### config.mk
export PLATFORM = sky130hd
export DESIGN_NAME = sram_ctrl
export DESIGN_NICKNAME = d
export VERILOG_FILES = /design/src/rtl/sram_pkg.sv /design/src/rtl/sram_wait_cnt.sv /design/src/rtl/sram_ctrl.sv
export SDC_FILE = /design/constraint.sdc
export NUM_CORES = 1
export LEC_CHECK = 0
export ABC_AREA = 1
export CAP_MARGIN = 40
export CORE_ASPECT_RATIO = 1.2
export CORE_MARGIN = 2
export CORE_UTILIZATION = 55
export DETAILED_ROUTE_END_ITERATION = 10
export DONT_BUFFER_PORTS = 1
export GPL_ROUTABILITY_DRIVEN = 0
export PLACE_DENSITY_LB_ADDON = 0.15
export SLEW_MARGIN = 20
export SYNTH_ARGS = -nofsm -noshare
export SYNTH_HDL_FRONTEND = slang
export SYNTH_SLANG_ARGS = --single-unit
### constraint.sdc
create_clock -name clk -period 2.21 [get_ports clk]
set_clock_uncertainty 0.05 [all_clocks]
set_input_delay 0.1105 -clock clk [delete_from_list [all_inputs] [get_ports clk]]
set_output_delay 0.1105 -clock clk [all_outputs]
set_load 0.01 [all_outputs]
### src/rtl/sram_pkg.sv
// rtl/sram_pkg.sv - shared state encoding, default geometry and timing for the async SRAM controller
package sram_pkg;

  localparam int ADDR_W_DEF = 19;
  localparam int DATA_W_DEF = 8;
  localparam int T_AS_DEF   = 1;
  localparam int T_WP_DEF   = 2;
  localparam int T_RD_DEF   = 2;
  localparam int T_TURN_DEF = 1;

  typedef enum logic [2:0] {
    S_IDLE    = 3'd0,
    S_W_SETUP = 3'd1,
    S_W_PULSE = 3'd2,
    S_W_HOLD  = 3'd3,
    S_R_WAIT  = 3'd4,
    S_TURN    = 3'd5
  } state_e;

  function automatic int max4(input int a, input int b, input int c, input int d);
    int m;
    m = a;
    if (b > m) m = b;
    if (c > m) m = c;
    if (d > m) m = d;
    return m;
  endfunction

  // One spare bit so the largest timing value always fits.
  function automatic int cnt_width(input int a, input int b, input int c, input int d);
    return $clog2(max4(a, b, c, d)) + 1;
  endfunction

endpackage

### src/rtl/sram_wait_cnt.sv
// rtl/sram_wait_cnt.sv - loadable down-counter with done flag shared by all timed states
// Ports:
//   clk, rst_n   clock, asynchronous active-low reset
//   load_i       load load_val_i this cycle (state entry)
//   load_val_i   number of cycles the state lasts (>= 1)
//   done_o       high in the last cycle of the timed state
module sram_wait_cnt #(
  parameter int W = 2
) (
  input  logic         clk,
  input  logic         rst_n,
  input  logic         load_i,
  input  logic [W-1:0] load_val_i,
  output logic         done_o
);

  logic [W-1:0] cnt_q;

  always_ff @(posedge clk or negedge rst_n) begin
    if (!rst_n) begin
      cnt_q <= '0;
    end else if (load_i) begin
      cnt_q <= load_val_i;
    end else if (cnt_q > W'(1)) begin
      // Parks at 1 so an idle controller never wraps the counter.
      cnt_q <= cnt_q - W'(1);
    end
  end

  assign done_o = (cnt_q == W'(1));

endmodule

### src/rtl/sram_ctrl.sv
// rtl/sram_ctrl.sv - single-request controller for an external 8-bit asynchronous SRAM
// Ports:
//   clk, rst_n                      clock, asynchronous active-low reset
//   req_valid/req_ready             request handshake, accepted when both high at clk edge
//   req_we, req_addr, req_wdata     request type, address and write data
//   rd_valid, rd_data               one-cycle read completion pulse, data held until next read
//   wr_done                         one-cycle write completion pulse
//   sram_addr, sram_ce_n,
//   sram_we_n, sram_oe_n            registered SRAM control pins
//   sram_dq_oe, sram_dq_out,
//   sram_dq_in                      data pad output enable, outgoing and incoming data
module sram_ctrl
  import sram_pkg::*;
#(
  parameter int ADDR_W = ADDR_W_DEF,
  parameter int DATA_W = DATA_W_DEF,
  parameter int T_AS   = T_AS_DEF,
  parameter int T_WP   = T_WP_DEF,
  parameter int T_RD   = T_RD_DEF,
  parameter int T_TURN = T_TURN_DEF
) (
  input  logic              clk,
  input  logic              rst_n,
  input  logic              req_valid,
  output logic              req_ready,
  input  logic              req_we,
  input  logic [ADDR_W-1:0] req_addr,
  input  logic [DATA_W-1:0] req_wdata,
  output logic              rd_valid,
  output logic [DATA_W-1:0] rd_data,
  output logic              wr_done,
  output logic [ADDR_W-1:0] sram_addr,
  output logic              sram_ce_n,
  output logic              sram_we_n,
  output logic              sram_oe_n,
  output logic              sram_dq_oe,
  output logic [DATA_W-1:0] sram_dq_out,
  input  logic [DATA_W-1:0] sram_dq_in
);

  localparam int CNT_W = cnt_width(T_AS, T_WP, T_RD, T_TURN);

  state_e state_q, state_d;

  logic              accept;
  logic              cnt_load;
  logic [CNT_W-1:0]  cnt_val;
  logic              cnt_done;

  logic [ADDR_W-1:0] addr_q, addr_d;
  logic              ce_n_q, ce_n_d;
  logic              we_n_q, we_n_d;
  logic              oe_n_q, oe_n_d;
  logic              dq_oe_q, dq_oe_d;
  logic [DATA_W-1:0] dq_out_q, dq_out_d;
  logic [DATA_W-1:0] rd_data_q, rd_data_d;
  logic              rd_valid_q, rd_valid_d;
  logic              wr_done_q, wr_done_d;

  assign req_ready = (state_q == S_IDLE) & rst_n;
  assign accept    = req_valid & req_ready;

  // State register
  always_ff @(posedge clk or negedge rst_n) begin
    if (!rst_n) begin
      state_q <= S_IDLE;
    end else begin
      state_q <= state_d;
    end
  end

  // Next-state logic
  always_comb begin
    state_d = state_q;
    case (state_q)
      S_IDLE:    if (accept) state_d = req_we ? S_W_SETUP : S_R_WAIT;
      S_W_SETUP: if (cnt_done) state_d = S_W_PULSE;
      S_W_PULSE: if (cnt_done) state_d = S_W_HOLD;
      S_W_HOLD:  state_d = S_IDLE;
      S_R_WAIT:  if (cnt_done) state_d = S_TURN;
      S_TURN:    if (cnt_done) state_d = S_IDLE;
      default:   state_d = S_IDLE;
    endcase
  end

  // Counter is reloaded on every state change with the duration of the state being entered.
  always_comb begin
    cnt_load = (state_d != state_q);
    case (state_d)
      S_W_SETUP: cnt_val = CNT_W'(T_AS);
      S_W_PULSE: cnt_val = CNT_W'(T_WP);
      S_R_WAIT:  cnt_val = CNT_W'(T_RD);
      S_TURN:    cnt_val = CNT_W'(T_TURN);
      default:   cnt_val = CNT_W'(1);
    endcase
  end

  sram_wait_cnt #(
    .W(CNT_W)
  ) u_wait_cnt (
    .clk        (clk),
    .rst_n      (rst_n),
    .load_i     (cnt_load),
    .load_val_i (cnt_val),
    .done_o     (cnt_done)
  );

  // Output logic: next values of the registered pins and completion flags
  always_comb begin
    addr_d     = addr_q;
    ce_n_d     = ce_n_q;
    we_n_d     = we_n_q;
    oe_n_d     = oe_n_q;
    dq_oe_d    = dq_oe_q;
    dq_out_d   = dq_out_q;
    rd_data_d  = rd_data_q;
    rd_valid_d = 1'b0;
    wr_done_d  = 1'b0;
    case (state_q)
      S_IDLE: begin
        if (accept) begin
          addr_d = req_addr;
          ce_n_d = 1'b0;
          if (req_we) begin
            dq_out_d = req_wdata;
            dq_oe_d  = 1'b1;
          end else begin
            oe_n_d = 1'b0;
          end
        end
      end
      S_W_SETUP: if (cnt_done) we_n_d = 1'b0;
      S_W_PULSE: if (cnt_done) we_n_d = 1'b1;
      S_W_HOLD: begin
        // Data stays driven one cycle past the WEn rise for hold time.
        dq_oe_d   = 1'b0;
        ce_n_d    = 1'b1;
        wr_done_d = 1'b1;
      end
      S_R_WAIT: begin
        if (cnt_done) begin
          rd_data_d  = sram_dq_in;
          rd_valid_d = 1'b1;
          oe_n_d     = 1'b1;
          ce_n_d     = 1'b1;
        end
      end
      default: ;
    endcase
  end

  always_ff @(posedge clk or negedge rst_n) begin
    if (!rst_n) begin
      addr_q     <= '0;
      ce_n_q     <= 1'b1;
      we_n_q     <= 1'b1;
      oe_n_q     <= 1'b1;
      dq_oe_q    <= 1'b0;
      dq_out_q   <= '0;
      rd_data_q  <= '0;
      rd_valid_q <= 1'b0;
      wr_done_q  <= 1'b0;
    end else begin
      addr_q     <= addr_d;
      ce_n_q     <= ce_n_d;
      we_n_q     <= we_n_d;
      oe_n_q     <= oe_n_d;
      dq_oe_q    <= dq_oe_d;
      dq_out_q   <= dq_out_d;
      rd_data_q  <= rd_data_d;
      rd_valid_q <= rd_valid_d;
      wr_done_q  <= wr_done_d;
    end
  end

  assign sram_addr   = addr_q;
  assign sram_ce_n   = ce_n_q;
  assign sram_we_n   = we_n_q;
  assign sram_oe_n   = oe_n_q;
  assign sram_dq_oe  = dq_oe_q;
  assign sram_dq_out = dq_out_q;
  assign rd_data     = rd_data_q;
  assign rd_valid    = rd_valid_q;
  assign wr_done     = wr_done_q;

endmodule
Yosys cells after proc, flatten, opt, wreduce, memory -nomap -nowiden
Cells that the tools add are included.
{"block": "word_totals", "output_inout_bits": 42, "regBits": 46, "in_bits": 39, "word_cells": 68}
{"block": "op_classes", "bitwise_logic": 2, "n_addsub": 1, "magnitude_cmp": 1, "n_mux": 24, "n_reduce_logical": 14, "eq_ne": 15}
{"cell": "two-way mux 3 bit", "n": 6}
{"cell": "case mux 3 bit (5 select lines)", "n": 1}
{"cell": "!= test 2 bit, second input constant", "n": 6}
{"cell": "AND reduction 3 bit", "n": 4}
{"cell": "two-way mux 1 bit", "n": 10}
{"cell": "== test 3 x 2 -> 1 bit, second input constant", "n": 3}
{"cell": "== test 3 bit, second input constant", "n": 3}
{"cell": "nonzero test 2 bit", "n": 4}
{"cell": "two-way mux 2 bit", "n": 3}
{"cell": "case mux 1 bit (2 select lines)", "n": 3}
{"cell": "AND reduction 2 bit", "n": 2}
{"cell": "AND reduction 4 bit", "n": 1}
{"cell": "== test 3 x 1 -> 1 bit, second input constant", "n": 1}
{"cell": "logical NOT 3 bit", "n": 1}
{"cell": "!= test 3 bit", "n": 1}
{"cell": "case mux 1 bit (3 select lines)", "n": 1}
{"cell": "nonzero test 3 bit", "n": 1}
{"cell": "AND 1 bit", "n": 2}
{"cell": "== test 2 x 1 -> 1 bit, second input constant", "n": 1}
{"cell": "> comparator 2 x 1 -> 1 bit, second input constant", "n": 1}
{"cell": "OR reduction 2 bit", "n": 1}
{"cell": "subtractor 2 x 1 -> 2 bit, second input constant", "n": 1}

Depth between registers and ports, before layout
{"block": "depth", "ltp_word": 9, "ltp_mapped": 12}

Cells and area by module
Synthesis repeated with hierarchy kept, for this count alone.
{"block": "hier_totals", "hier_cells": 233, "area_unflattened_um2": 1965.6}
{"module": "sram_ctrl", "cells_each": 214, "n_inst": 1, "seq_area_each_um2": 1104.8, "area_each_um2": 1839.3}
{"module": "sram_wait_cnt", "cells_each": 19, "n_inst": 1, "seq_area_each_um2": 50.0, "area_each_um2": 126.4}

Worst setup path after synthesis
No wires, ideal clock.
{"block": "synth_path", "path_type": "register to register", "startpoint": "reg state_q[0]", "endpoint": "reg u_wait_cnt.cnt_q[0]", "path_slack_ps": 666, "t_arrival_ps": 1377, "stages_incl_launch_ff": 13, "path_buffers": 2, "setup_ps": 117, "period_less_slack_ps": 1544, "path_cell_list": "dfrtp_1 buf_6 nor2_4 nand3_4 nor2_8 nand2_2 buf_6 nand3_4 nand2_4 nor2_4 o21ai_1 nand2_1 nand2_1"}
{"block": "synth_between", "elab_chain_len": 9, "word_cells_on_any_way": 20, "classes_between": "7 x eq/ne; 8 x mux; 2 x bitwise; 3 x reduce/logical"}
{"item": "start: declaration", "line": "sram_ctrl.sv:43", "text": "state_e state_q, state_d;"}
{"item": "start signal: assignment", "line": "sram_ctrl.sv:68", "text": "state_q <= state_d;"}
{"item": "logical NOT 3 bit", "line": "sram_ctrl.sv:60, sram_ctrl.sv:75"}
{"item": "AND 1 bit", "line": "sram_ctrl.sv:60", "text": "assign req_ready = (state_q == S_IDLE) & rst_n;"}
{"item": "AND 1 bit", "line": "sram_ctrl.sv:61", "text": "assign accept = req_valid & req_ready;"}
{"item": "two-way mux 3 bit", "line": "sram_ctrl.sv:76", "text": "S_IDLE: if (accept) state_d = req_we ? S_W_SETUP : S_R_WAIT;"}
{"item": "case mux 3 bit (5 select lines)", "line": "sram_ctrl.sv:75", "text": "case (state_q)"}
{"item": "== test 3 bit or == test 3 x 2 -> 1 bit (tied branches)", "line": "sram_ctrl.sv:89", "text": "case (state_d)"}
{"item": "OR reduction 2 bit (no source line)"}
{"item": "two-way mux 2 bit", "line": "sram_ctrl.sv:89"}
{"item": "two-way mux 2 bit", "line": "sram_wait_cnt.sv:22", "text": "end else if (load_i) begin"}
{"item": "end signal: assignment", "line": "sram_wait_cnt.sv:23", "text": "cnt_q <= load_val_i;"}
{"item": "end signal: assignment", "line": "sram_wait_cnt.sv:26", "text": "cnt_q <= cnt_q - W'(1);"}
{"item": "end: declaration", "line": "sram_wait_cnt.sv:17", "text": "logic [W-1:0] cnt_q;"}
Several ways; a longest one is shown, not always the timed one.
A chain may end at the register's enable or synchronous reset.

Final worst setup path
{"block": "layout_path", "startpoint": "reg state_q[0]", "endpoint": "reg u_wait_cnt.cnt_q[1]"}
{"block": "layout_between", "elab_chain_len": 9, "word_cells_on_any_way": 20, "classes_between": "7 x eq/ne; 8 x mux; 2 x bitwise; 3 x reduce/logical"}
{"item": "logical NOT 3 bit", "line": "sram_ctrl.sv:60, sram_ctrl.sv:75"}
{"item": "AND 1 bit", "line": "sram_ctrl.sv:60"}
{"item": "AND 1 bit", "line": "sram_ctrl.sv:61"}
{"item": "two-way mux 3 bit", "line": "sram_ctrl.sv:76"}
{"item": "case mux 3 bit (5 select lines) *", "line": "sram_ctrl.sv:75"}
{"item": "via state_d[0]", "line": "sram_ctrl.sv:43"}
{"item": "== test 3 bit or == test 3 x 2 -> 1 bit (tied branches)", "line": "sram_ctrl.sv:89"}
{"item": "OR reduction 2 bit (no source line)"}
{"item": "two-way mux 2 bit", "line": "sram_ctrl.sv:89"}
{"item": "two-way mux 2 bit", "line": "sram_wait_cnt.sv:22"}
Mark *: on every way through the listed nets, which the timed path passes. The rest lies on a longest branch.

==> flow_metrics.py <==
metrics = {
    "status": {
        "outcome": "finished, final reports clean",
    },
    "grt": {
        "grt.total_usage_pct": 23.56,
        "grt_overflow": 0,
        "grt_pass1_vias": 1529,
        "grt_max_degree": 47,
        "grt_pass1_wl_mm": 7.162,
        "antenna_found_initial": 0,
    },
    "logic_synthesis": {
        "synth_area_leaders": "dfrtp_1 (55%), nand2_1 (18%), mux2_2 (4.6%), dfstp_2 (4.1%), inv_1 (2.5%)",
        "synth_area_um2": 1944,
        "synth.top_cell.area_share_pct": 55.34,
        "synth_edf_count": 0,
        "ys_ff_latch": 46,
        "synthMostInstantiatedCell": "nand2_1",
        "yosys_warnings": 0,
        "synth_common_cells": "nand2_1 (95), dfrtp_1 (43), inv_1 (13)",
        "yosys.area.top_type": "dfrtp_1",
        "yosysSeqAreaShare_pct": 59.40,
        "syn_nets": 245,
        "synth_area_per_cell_um2": 9.485,
        "synthFlopType": "dfrtp_1",
        "synth_cells": 205,
        "ys_types": 26,
        "synthArstFlopShare_pct": 100.0,
    },
    "hold_path": {
        "hp-start": "req_we",
        "hold-path-endpoint": "sram_dq_oe",
        "min_path_type": "input port to register",
        "worstHoldPathCells": 3,
    },
    "power": {
        "pwr-share-clk_pct": 15.1,
        "intPower_w": 0.001886,
        "leakage_nw": 1.243,
        "power_density_nw_per_um2": 1313,
        "ir_worst_vdd_mv": 0.8510,
        "comb_power_share_pct": 31.0,
        "p_sw_share_pct": 41.01,
        "seqPwrFrac_pct": 54.0,
        "switching_power_w": 0.001312,
    },
    "drt": {
        "routed_wl_mm": 4.301,
        "via_per_inst": 5.226,
        "dr_total_vias": 1479,
        "drtAntennaViolNets": 0,
        "wire_per_inst_um": 15.20,
        "drc": 0,
        "drt_pass1_iterations": 4,
        "first_iter_violations": 72,
    },
    "sta": {
        "max_clock_freq_ghz": 0.5157,
        "max-slew-margin-rel_pct": 66.25,
        "setup_tns_ns": 0,
        "setup_violations": 0,
        "layout_min_cycle_time_ns": 1.939,
        "layout_setup_ws_ns": 0.2709,
        "fin_crit_sh_pct": 87.74,
        "worstMarginPinSlew_ns": 0.5031,
        "slew_viol_final": 0,
        "worst_hold_slack_ns": 0.04098,
        "rsz0062_at_grt": "false",
        "hold_viol_final": 0,
    },
    "clock_tree": {
        "cts_tree": "done",
        "cts.sinks": 46,
        "cts_setup_buffers": 0,
        "numCtsBuffers": 5,
        "cts_root_buf": "clkbuf_8",
        "h-tree-depth": 2,
        "cts.clk_slew.worst_paths_ns": 0.08,
        "cts.path.max_buffers": 2,
        "clk-insertion-delay-late_ns": 0.29,
    },
    "worst_setup_path": {
        "crit_path_max_incr_delay_ns": 0.51,
        "path_cells": "nor2_4 > nand3_4 > nor2_8 > nand2_2 > nand2_1 > nand2_1 > nand2_4 > nor2_4 > o21ai_1 > a21oi_1",
        "crit_family": "simple AND/OR/NAND/NOR gates",
        "worst_r2r_startpoint": "state_q[0]",
        "r2r_setup_slack_ns": 0.27,
        "timing.rr.end": "u_wait_cnt.cnt_q[1]",
        "cp_max_fo": 13,
        "critPathBufInv": 0,
        "reg2reg_depth": 10,
        "cp_slowest_cell": "dfrtp_1",
        "critPathRequiredTime_ns": 2.35,
        "crit_type": "register to register",
        "critPathCaptureType": "register",
        "cp_data_arrival_time_ns": 2.07,
        "startpoint_type": "register",
    },
    "floorplan": {
        "fp.coreArea_um2": 3367,
        "row_count": 23,
        "ios": 81,
        "die_w_um": 58.28,
        "die_y_um": 69.13,
        "dieArea_um2": 4029,
        "start_util_pct": 57.75,
    },
    "layout": {
        "antenna_cells": 0,
        "finish.utilization_pct": 72.32,
        "syn2layout_area_growth_pct": 25.23,
        "nets": 285,
        "drive_gt1_share_pct": 10.98,
        "fillers": 230,
    },
    "place": {
        "io_buffers": 0,
        "post-place-ws_ns": 0.2759,
        "dpl.hpwl_mm": 2.812,
    },
    "job": {
        "cap_violations": 0,
    },
}
## sequential cells by signal, indices dropped and copies added, names as in the netlist
signal            count
rd_data               8
u_wait_cnt.cnt_q      2
sram_we_n             1
rd_valid              1
sram_dq_out           8
wr_done               1
state_q               3
sram_addr            19
sram_ce_n             1
sram_dq_oe            1
sram_oe_n             1
## layer usage
| layer | global-route usage (%) | up-vias | routed length [um] |
|---|---|---|---|
| met4 | 7.752 | 0 | 76 |
| met1 | 28.73 | 702 | 1634 |
| met3 | 7.505 | 8 | 257 |
| met5 | 0 | - | 0 |
| met2 | 38.83 | 52 | 2333 |
| li1 | - | 717 | - |
## power by group through the flow
stage	clock [W]	sequential (W)	combinational, W
floorplan	0	0.00163	0.000801
global placement	0	0.00173	0.000848
detailed placement	0	0.00173	0.000920
CTS	0.000491	0.00173	0.000987
global route	0.000526	0.00177	0.00116
finish	0.000482	0.00173	0.000991
## cell type report
class	instances	area, um^2	share of cell area (%)
Clock inverter	1	7.507	0.3083
Inverter	16	60.06	2.467
Sequential cell	46	1155	47.43
Timing Repair Buffer	39	397.9	16.34
Tap cell	37	46.29	1.901
Clock buffer	7	76.32	3.135
Multi-Input combinational cell	137	691.9	28.42
## layout by cell type (no fill, tap or decap), types with 3 or more instances in the layout
cell type	count
dlygate4sd3_1	37
clkbuf_8	5
inv_1	13
dfstp_2	3
nor2_1	5
mux2_2	8
nand3_1	4
nand2_1	95
dfrtp_1	43
o21ai_0	4
o21ai_1	3
a21oi_1	3
## worst register-to-register path, delay by kind of cell (launching register included)
family / cells / cell delay (ns)
and+or+nand+nor: 8 / 1.13
DFF: 1 / 0.51
AOI/OAI and AO/OA: 2 / 0.16
## how the worst max path moves through the flow
stage	slack, ns	endpoint	cells after the start	from
after global placement	0.39	u_wait_cnt.cnt_q[0]	10	state_q[0]
after CTS	0.27	u_wait_cnt.cnt_q[1]	10	state_q[0]
final	0.27	u_wait_cnt.cnt_q[1]	10	state_q[0]
after floorplan	0.67	u_wait_cnt.cnt_q[0]	12	state_q[0]
after global routing	0.09	u_wait_cnt.cnt_q[0]	10	state_q[0]
after detailed placement	0.28	u_wait_cnt.cnt_q[1]	10	state_q[0]
## per-stage QoR
stage | area, um^2 | std cells | power [W]
floorplan | 1944 | 205 | 0.002431
global placement | 1961 | 237 | 0.002573
detailed placement | 1961 | 237 | 0.002654
CTS | 2435 | 283 | 0.003204
global route | 2435 | 283 | 0.003456
finish | 2435 | 283 | 0.003198
## repair_timing
item,in CTS,in global routing
endpoints found under the hold margin,82,0
hold buffers,38,0
resized for setup,0,0
## cells by family (layout without fill, tap and decap cells)
kind of cell	after synthesis	after routing	share of synthesized area, %
xor gates and xnor gates	1	1	0.4505
adders and majority gates	1	1	0.6434
AOI/OAI and AO/OA	13	13	3.604
and+or+nand+nor	113	113	25.74
muxes	9	9	5.148
DFF	46	46	59.40
buffers and inverters	22	63	5.019
Note: power is estimated with default switching activity, not from simulation.
